## config.mk

```make
export PLATFORM = sky130hd
export DESIGN_NAME = load_store_unit
export DESIGN_NICKNAME = d
export VERILOG_FILES = /design/src/rtl/lsu_pkg.sv /design/src/rtl/lsu_byte_merge.sv /design/src/rtl/load_store_unit.sv
export SDC_FILE = /design/constraint.sdc
export NUM_CORES = 1
export LEC_CHECK = 0
export CAP_MARGIN = 30
export CORE_MARGIN = 3
export CORE_UTILIZATION = 65
export CTS_CLUSTER_SIZE = 30
export DETAILED_ROUTE_END_ITERATION = 10
export DONT_BUFFER_PORTS = 1
export GPL_TIMING_DRIVEN = 0
export MAX_ROUTING_LAYER = met4
export PLACE_DENSITY = 0.81
export SLEW_MARGIN = 20
export SYNTH_ARGS = -nofsm -noshare
export SYNTH_HDL_FRONTEND = slang
export SYNTH_HIERARCHICAL = 1
export SYNTH_SLANG_ARGS = --single-unit
```

## constraint.sdc

```tcl
create_clock -name clk -period 4.6 [get_ports clk]
set_input_delay 0.92 -clock clk [delete_from_list [all_inputs] [get_ports clk]]
set_output_delay 0.92 -clock clk [all_outputs]
set_load 0.05 [all_outputs]
```

## src/rtl/lsu_pkg.sv

```systemverilog
// Shared types and constants for the load/store unit.
package lsu_pkg;

   localparam int DEF_ADDR_W = 32;
   localparam int DEF_DATA_W = 32;
   localparam int BYTE_W     = 8;

   typedef enum logic [1:0] {
      IDLE,
      READ,
      WRITE,
      RESP
   } lsu_state_t;

endpackage

```

## src/rtl/lsu_byte_merge.sv

```systemverilog
// Byte-lane helpers: zero-extended byte extract for loads and the
// read-modify-write merge for byte stores.
module lsu_byte_merge
   import lsu_pkg::*;
#(
   parameter int DATA_W = DEF_DATA_W
) (
   input  logic [DATA_W-1:0] rd,
   input  logic [BYTE_W-1:0] wd,
   output logic [DATA_W-1:0] byte_ext,
   output logic [DATA_W-1:0] merged
);

   always_comb begin
      byte_ext               = '0;
      byte_ext[BYTE_W-1:0]   = rd[BYTE_W-1:0];
      merged                 = {rd[DATA_W-1:BYTE_W], wd};
   end

endmodule

```

## src/rtl/load_store_unit.sv

```systemverilog
// Load/store unit driving a combinational-read, posedge-write word memory.
// Optional misaligned word check enabled by defining LSU_ALIGN_CHECK_EN.
module load_store_unit
   import lsu_pkg::*;
#(
   parameter int ADDR_W = DEF_ADDR_W,
   parameter int DATA_W = DEF_DATA_W
) (
   input  logic              clk,
   input  logic              rst_n,
   input  logic              req_valid,
   output logic              req_ready,
   input  logic              req_write,
   input  logic              req_byte,
   input  logic [ADDR_W-1:0] req_addr,
   input  logic [DATA_W-1:0] req_wdata,
   output logic              rsp_valid,
   output logic [DATA_W-1:0] rsp_rdata,
   output logic              rsp_err,
   output logic [ADDR_W-1:0] mem_A,
   output logic [DATA_W-1:0] mem_WD,
   output logic              mem_MemWrite,
   input  logic [DATA_W-1:0] mem_out
);

   lsu_state_t        state_q, state_d;
   logic [ADDR_W-1:0] addr_q;
   logic [BYTE_W-1:0] wbyte_q;
   logic              write_q;
   logic              byte_q;
   logic [DATA_W-1:0] wd_q;
   logic [DATA_W-1:0] rdata_q;
   logic [DATA_W-1:0] byte_ext;
   logic [DATA_W-1:0] merged;
   logic              misalign;

`ifdef LSU_ALIGN_CHECK_EN
   logic err_q;
   assign misalign = !req_byte && (req_addr[1:0] != 2'b00);
   assign rsp_err  = (state_q == RESP) && err_q;
`else
   assign misalign = 1'b0;
   assign rsp_err  = 1'b0;
`endif

   lsu_byte_merge #(.DATA_W(DATA_W)) u_merge (
      .rd       (mem_out),
      .wd       (wbyte_q),
      .byte_ext (byte_ext),
      .merged   (merged)
   );

   always_comb begin
      state_d = state_q;
      case (state_q)
         IDLE: begin
            if (req_valid) begin
               if (misalign)                     state_d = RESP;
               else if (req_write && !req_byte)  state_d = WRITE;
               else                              state_d = READ;
            end
         end
         READ:    state_d = write_q ? WRITE : RESP;
         WRITE:   state_d = RESP;
         RESP:    state_d = IDLE;
         default: state_d = IDLE;
      endcase
   end

   // mem_A/mem_WD are registers loaded on the edge entering READ/WRITE,
   // so they naturally hold their last value in every other state.
   always_ff @(posedge clk) begin
      if (!rst_n) begin
         state_q <= IDLE;
         addr_q  <= '0;
         wbyte_q <= '0;
         write_q <= 1'b0;
         byte_q  <= 1'b0;
         wd_q    <= '0;
         rdata_q <= '0;
`ifdef LSU_ALIGN_CHECK_EN
         err_q   <= 1'b0;
`endif
      end else begin
         state_q <= state_d;
         case (state_q)
            IDLE: begin
               if (req_valid) begin
                  write_q <= req_write;
                  byte_q  <= req_byte;
                  wbyte_q <= req_wdata[BYTE_W-1:0];
`ifdef LSU_ALIGN_CHECK_EN
                  err_q   <= misalign;
`endif
                  if (misalign) begin
                     rdata_q <= '0;
                  end else begin
                     addr_q <= req_addr;
                     if (req_write && !req_byte)
                        wd_q <= req_wdata;
                  end
               end
            end
            READ: begin
               if (write_q) wd_q    <= merged;
               else         rdata_q <= byte_q ? byte_ext : mem_out;
            end
            WRITE:   rdata_q <= '0;
            default: ;
         endcase
      end
   end

   assign req_ready    = (state_q == IDLE);
   assign rsp_valid    = (state_q == RESP);
   assign rsp_rdata    = rdata_q;
   assign mem_A        = addr_q;
   assign mem_WD       = wd_q;
   assign mem_MemWrite = (state_q == WRITE) && rst_n;

endmodule

```

==> impl_metrics.ini <==
[outcome]
outcome = finished clean

[synth]
netlist_instances = 599
yosysSeqAreaShare_pct = 40.7
ys_ff_latch = 108
yosys_warnings = 6
syn_area_per_cell_um2 = 8.87
ys_types = 26
synth_area_mm2 = 0.00531

[layout]
final_cell_mix = 118 x nand2_1, 108 x dfxtp_1, 71 x buf_4
areaGrowthSynthToFinish_pct = 7.89
postLayoutCellArea_mm2 = 0.00573
fin_nets = 740
drive_gt1_share_pct = 22.9
antenna_cells = 0
final_common_cell = nand2_1

[cts]
cts_buffers = 9
cts_buffer_depth = 2
h-tree-depth = 3
cts_tree = yes
clkLatencyLatePin_ns = 0.37
cts_num_sinks = 108
ctsResizeCount = 0
ctsHoldBuffers = 0
cts.clk_slew.worst_paths_ns = 0.10
cts_post_setup_buffers_inserted = 0
cts-root-buf = clkbuf_8

[routing]
dr.pass1.iters = 4
viasPerCell = 5.53
drc = 0
finalWirelength_mm = 12.6
ant_nets = 0
wl_per_cell_um = 17.0
vias = 4095
drt_iter0_markers = 129

[sta]
worst_slew_pin_slew_ns = 0.673
fmax_mhz = 339
relSlewSlack_pct = 55.1
period_share_pct = 64.2
fin_setup_tns_ns = 0
rsz0062_at_grt = no
setup_viol = 0
min_period_ns = 2.95
fin_skew_ns = 0.0152
drv_slew = 0
finalHoldViolations = 0
whs_ns = 0.460

[floorplanning]
coreArea_mm2 = 0.00785
dieHeight_um = 96.4
start_util_pct = 67.7
placementRows = 32
dieArea_mm2 = 0.00930
io_pins = 201
fp.dieW_um = 96.4

[pwr]
power_density_mw_per_mm2 = 685
leakagePower_nw = 2.41
p_total_mw = 3.93
sw_frac_of_total_pct = 50.8
internal_power_mw = 1.93
power_frac_seq_pct = 52.7
ir_worst_vdd_v = 0.000381
clkPwrFrac_pct = 14.6
switchingPower_mw = 2.00
p_comb_share_pct = 32.7

[global_routing]
grt_overflow = 0
track_usage_pct = 27.1
grt_pass1_wl_mm = 19.0
first_global_vias = 3899
grt_max_degree = 22
antenna_found_initial = 0

[setup_path]
cp-start-kind = input pin
cp_max_fo = 10
cp_data_required_time_ns = 3.68
worst-setup-path-type = input pin to primary output
end_kind = primary output
arrival_ns = 2.03

[worst_hold_path]
hp-class = flip-flop to flip-flop

[place]
dp_hpwl_mm = 9.89
dpl_cell_area_mm2 = 0.00553
io_buffers = 0
place.gp.congestion = 0.824

[flow_run]
cap_violations = 0
state kept, by name (all words and copies together), names as in the netlist:
register   cells
write_q        1
byte_q         1
mem_WD        32
wbyte_q        8
state_q        2
rsp_rdata     32
mem_A         32
synthesized netlist by cell type:
cell / n / area share, %
a21oi_1: 43 / 4.0
dfxtp_1: 108 / 41
mux2i_1: 32 / 6.0
a211oi_1: 2 / 0.28
buf_2: 19 / 1.8
buf_8: 3 / 0.85
mux2_4: 1 / 0.28
nor2b_1: 2 / 0.24
nor3b_2: 1 / 0.24
clkbuf_1: 17 / 1.2
and2_1: 2 / 0.24
buf_4: 71 / 10
clkbuf_4: 1 / 0.14
nand2_1: 118 / 8.3
nand2b_1: 34 / 4.0
conb_1: 2 / 0.14
mux2_2: 32 / 6.8
ha_1: 6 / 1.4
o211ai_4: 1 / 0.40
a221o_1: 1 / 0.19
inv_1: 4 / 0.28
buf_1: 1 / 0.071
a32oi_1: 32 / 5.3
o211ai_1: 32 / 4.5
buf_6: 1 / 0.21
nor2_1: 33 / 2.3
area by class of cell:
type / instances / area (um2)
Multi-Input combinational cell: 397 / 2460
Clock inverter: 7 / 81.3
Sequential cell: 108 / 2160
Inverter: 4 / 15.0
Buffer: 113 / 759
Tap cell: 102 / 128
Fill cell: 643 / 2110
Clock buffer: 9 / 124
per-stage QoR:
stage,setup slack [ns],utilization (%),cells
2_1_floorplan,1.87,-,622
3_3_place_gp,1.68,70.4,724
3_5_place_dp,1.63,70.4,724
4_1_cts,1.63,73.1,740
5_1_grt,1.59,73.1,740
6_report,1.65,73.1,740
power by group through the flow:
stage                     clock (mW)  sequential, mW  combinational [mW]
after floorplan                    0            2.03                1.06
after global routing           0.625            2.10                1.41
after detailed placement           0            2.10                1.29
final                          0.573            2.07                1.29
after CTS                      0.583            2.07                1.29
after global placement             0            2.09                1.24
kinds of logic after synthesis:
| family | share of synthesized area [%] |
|---|---|
| DFF | 40.7 |
| adders and majority gates | 1.41 |
| and+or+nand+nor | 15.4 |
| muxes | 13.1 |
| other | 0.141 |
| buffers and inverters | 14.6 |
| AOI/OAI and AO/OA | 14.7 |
final timing paths:
| path | from | endpoint | slack (ns) | depth (start not counted) |
|---|---|---|---|---|
| max | rst_n | mem_MemWrite | 1.65 | 3 |
| min | wbyte_q[4] | wbyte_q[4] | 0.46 | 2 |
| max reg2reg | state_q[0] | mem_WD[10] | 2.48 | 6 |
| min reg2reg | wbyte_q[4] | wbyte_q[4] | 0.46 | 2 |
layer usage:
| metal | global-route usage, % | part of all wire, % | up-vias |
|---|---|---|---|
| met2 | 46.3 | 50 | 151 |
| met1 | 30.6 | 38 | 1904 |
| met5 | - | 0 | - |
| li1 | - | - | 2025 |
| met3 | 8.99 | 11 | 15 |
| met4 | 7.01 | 1.2 | 0 |
worst max-delay path: stages:
cell    delay [ns]
buf_2         0.20
buf_1         0.39
and2_1        0.52
Power figures use the tool's default switching activity.
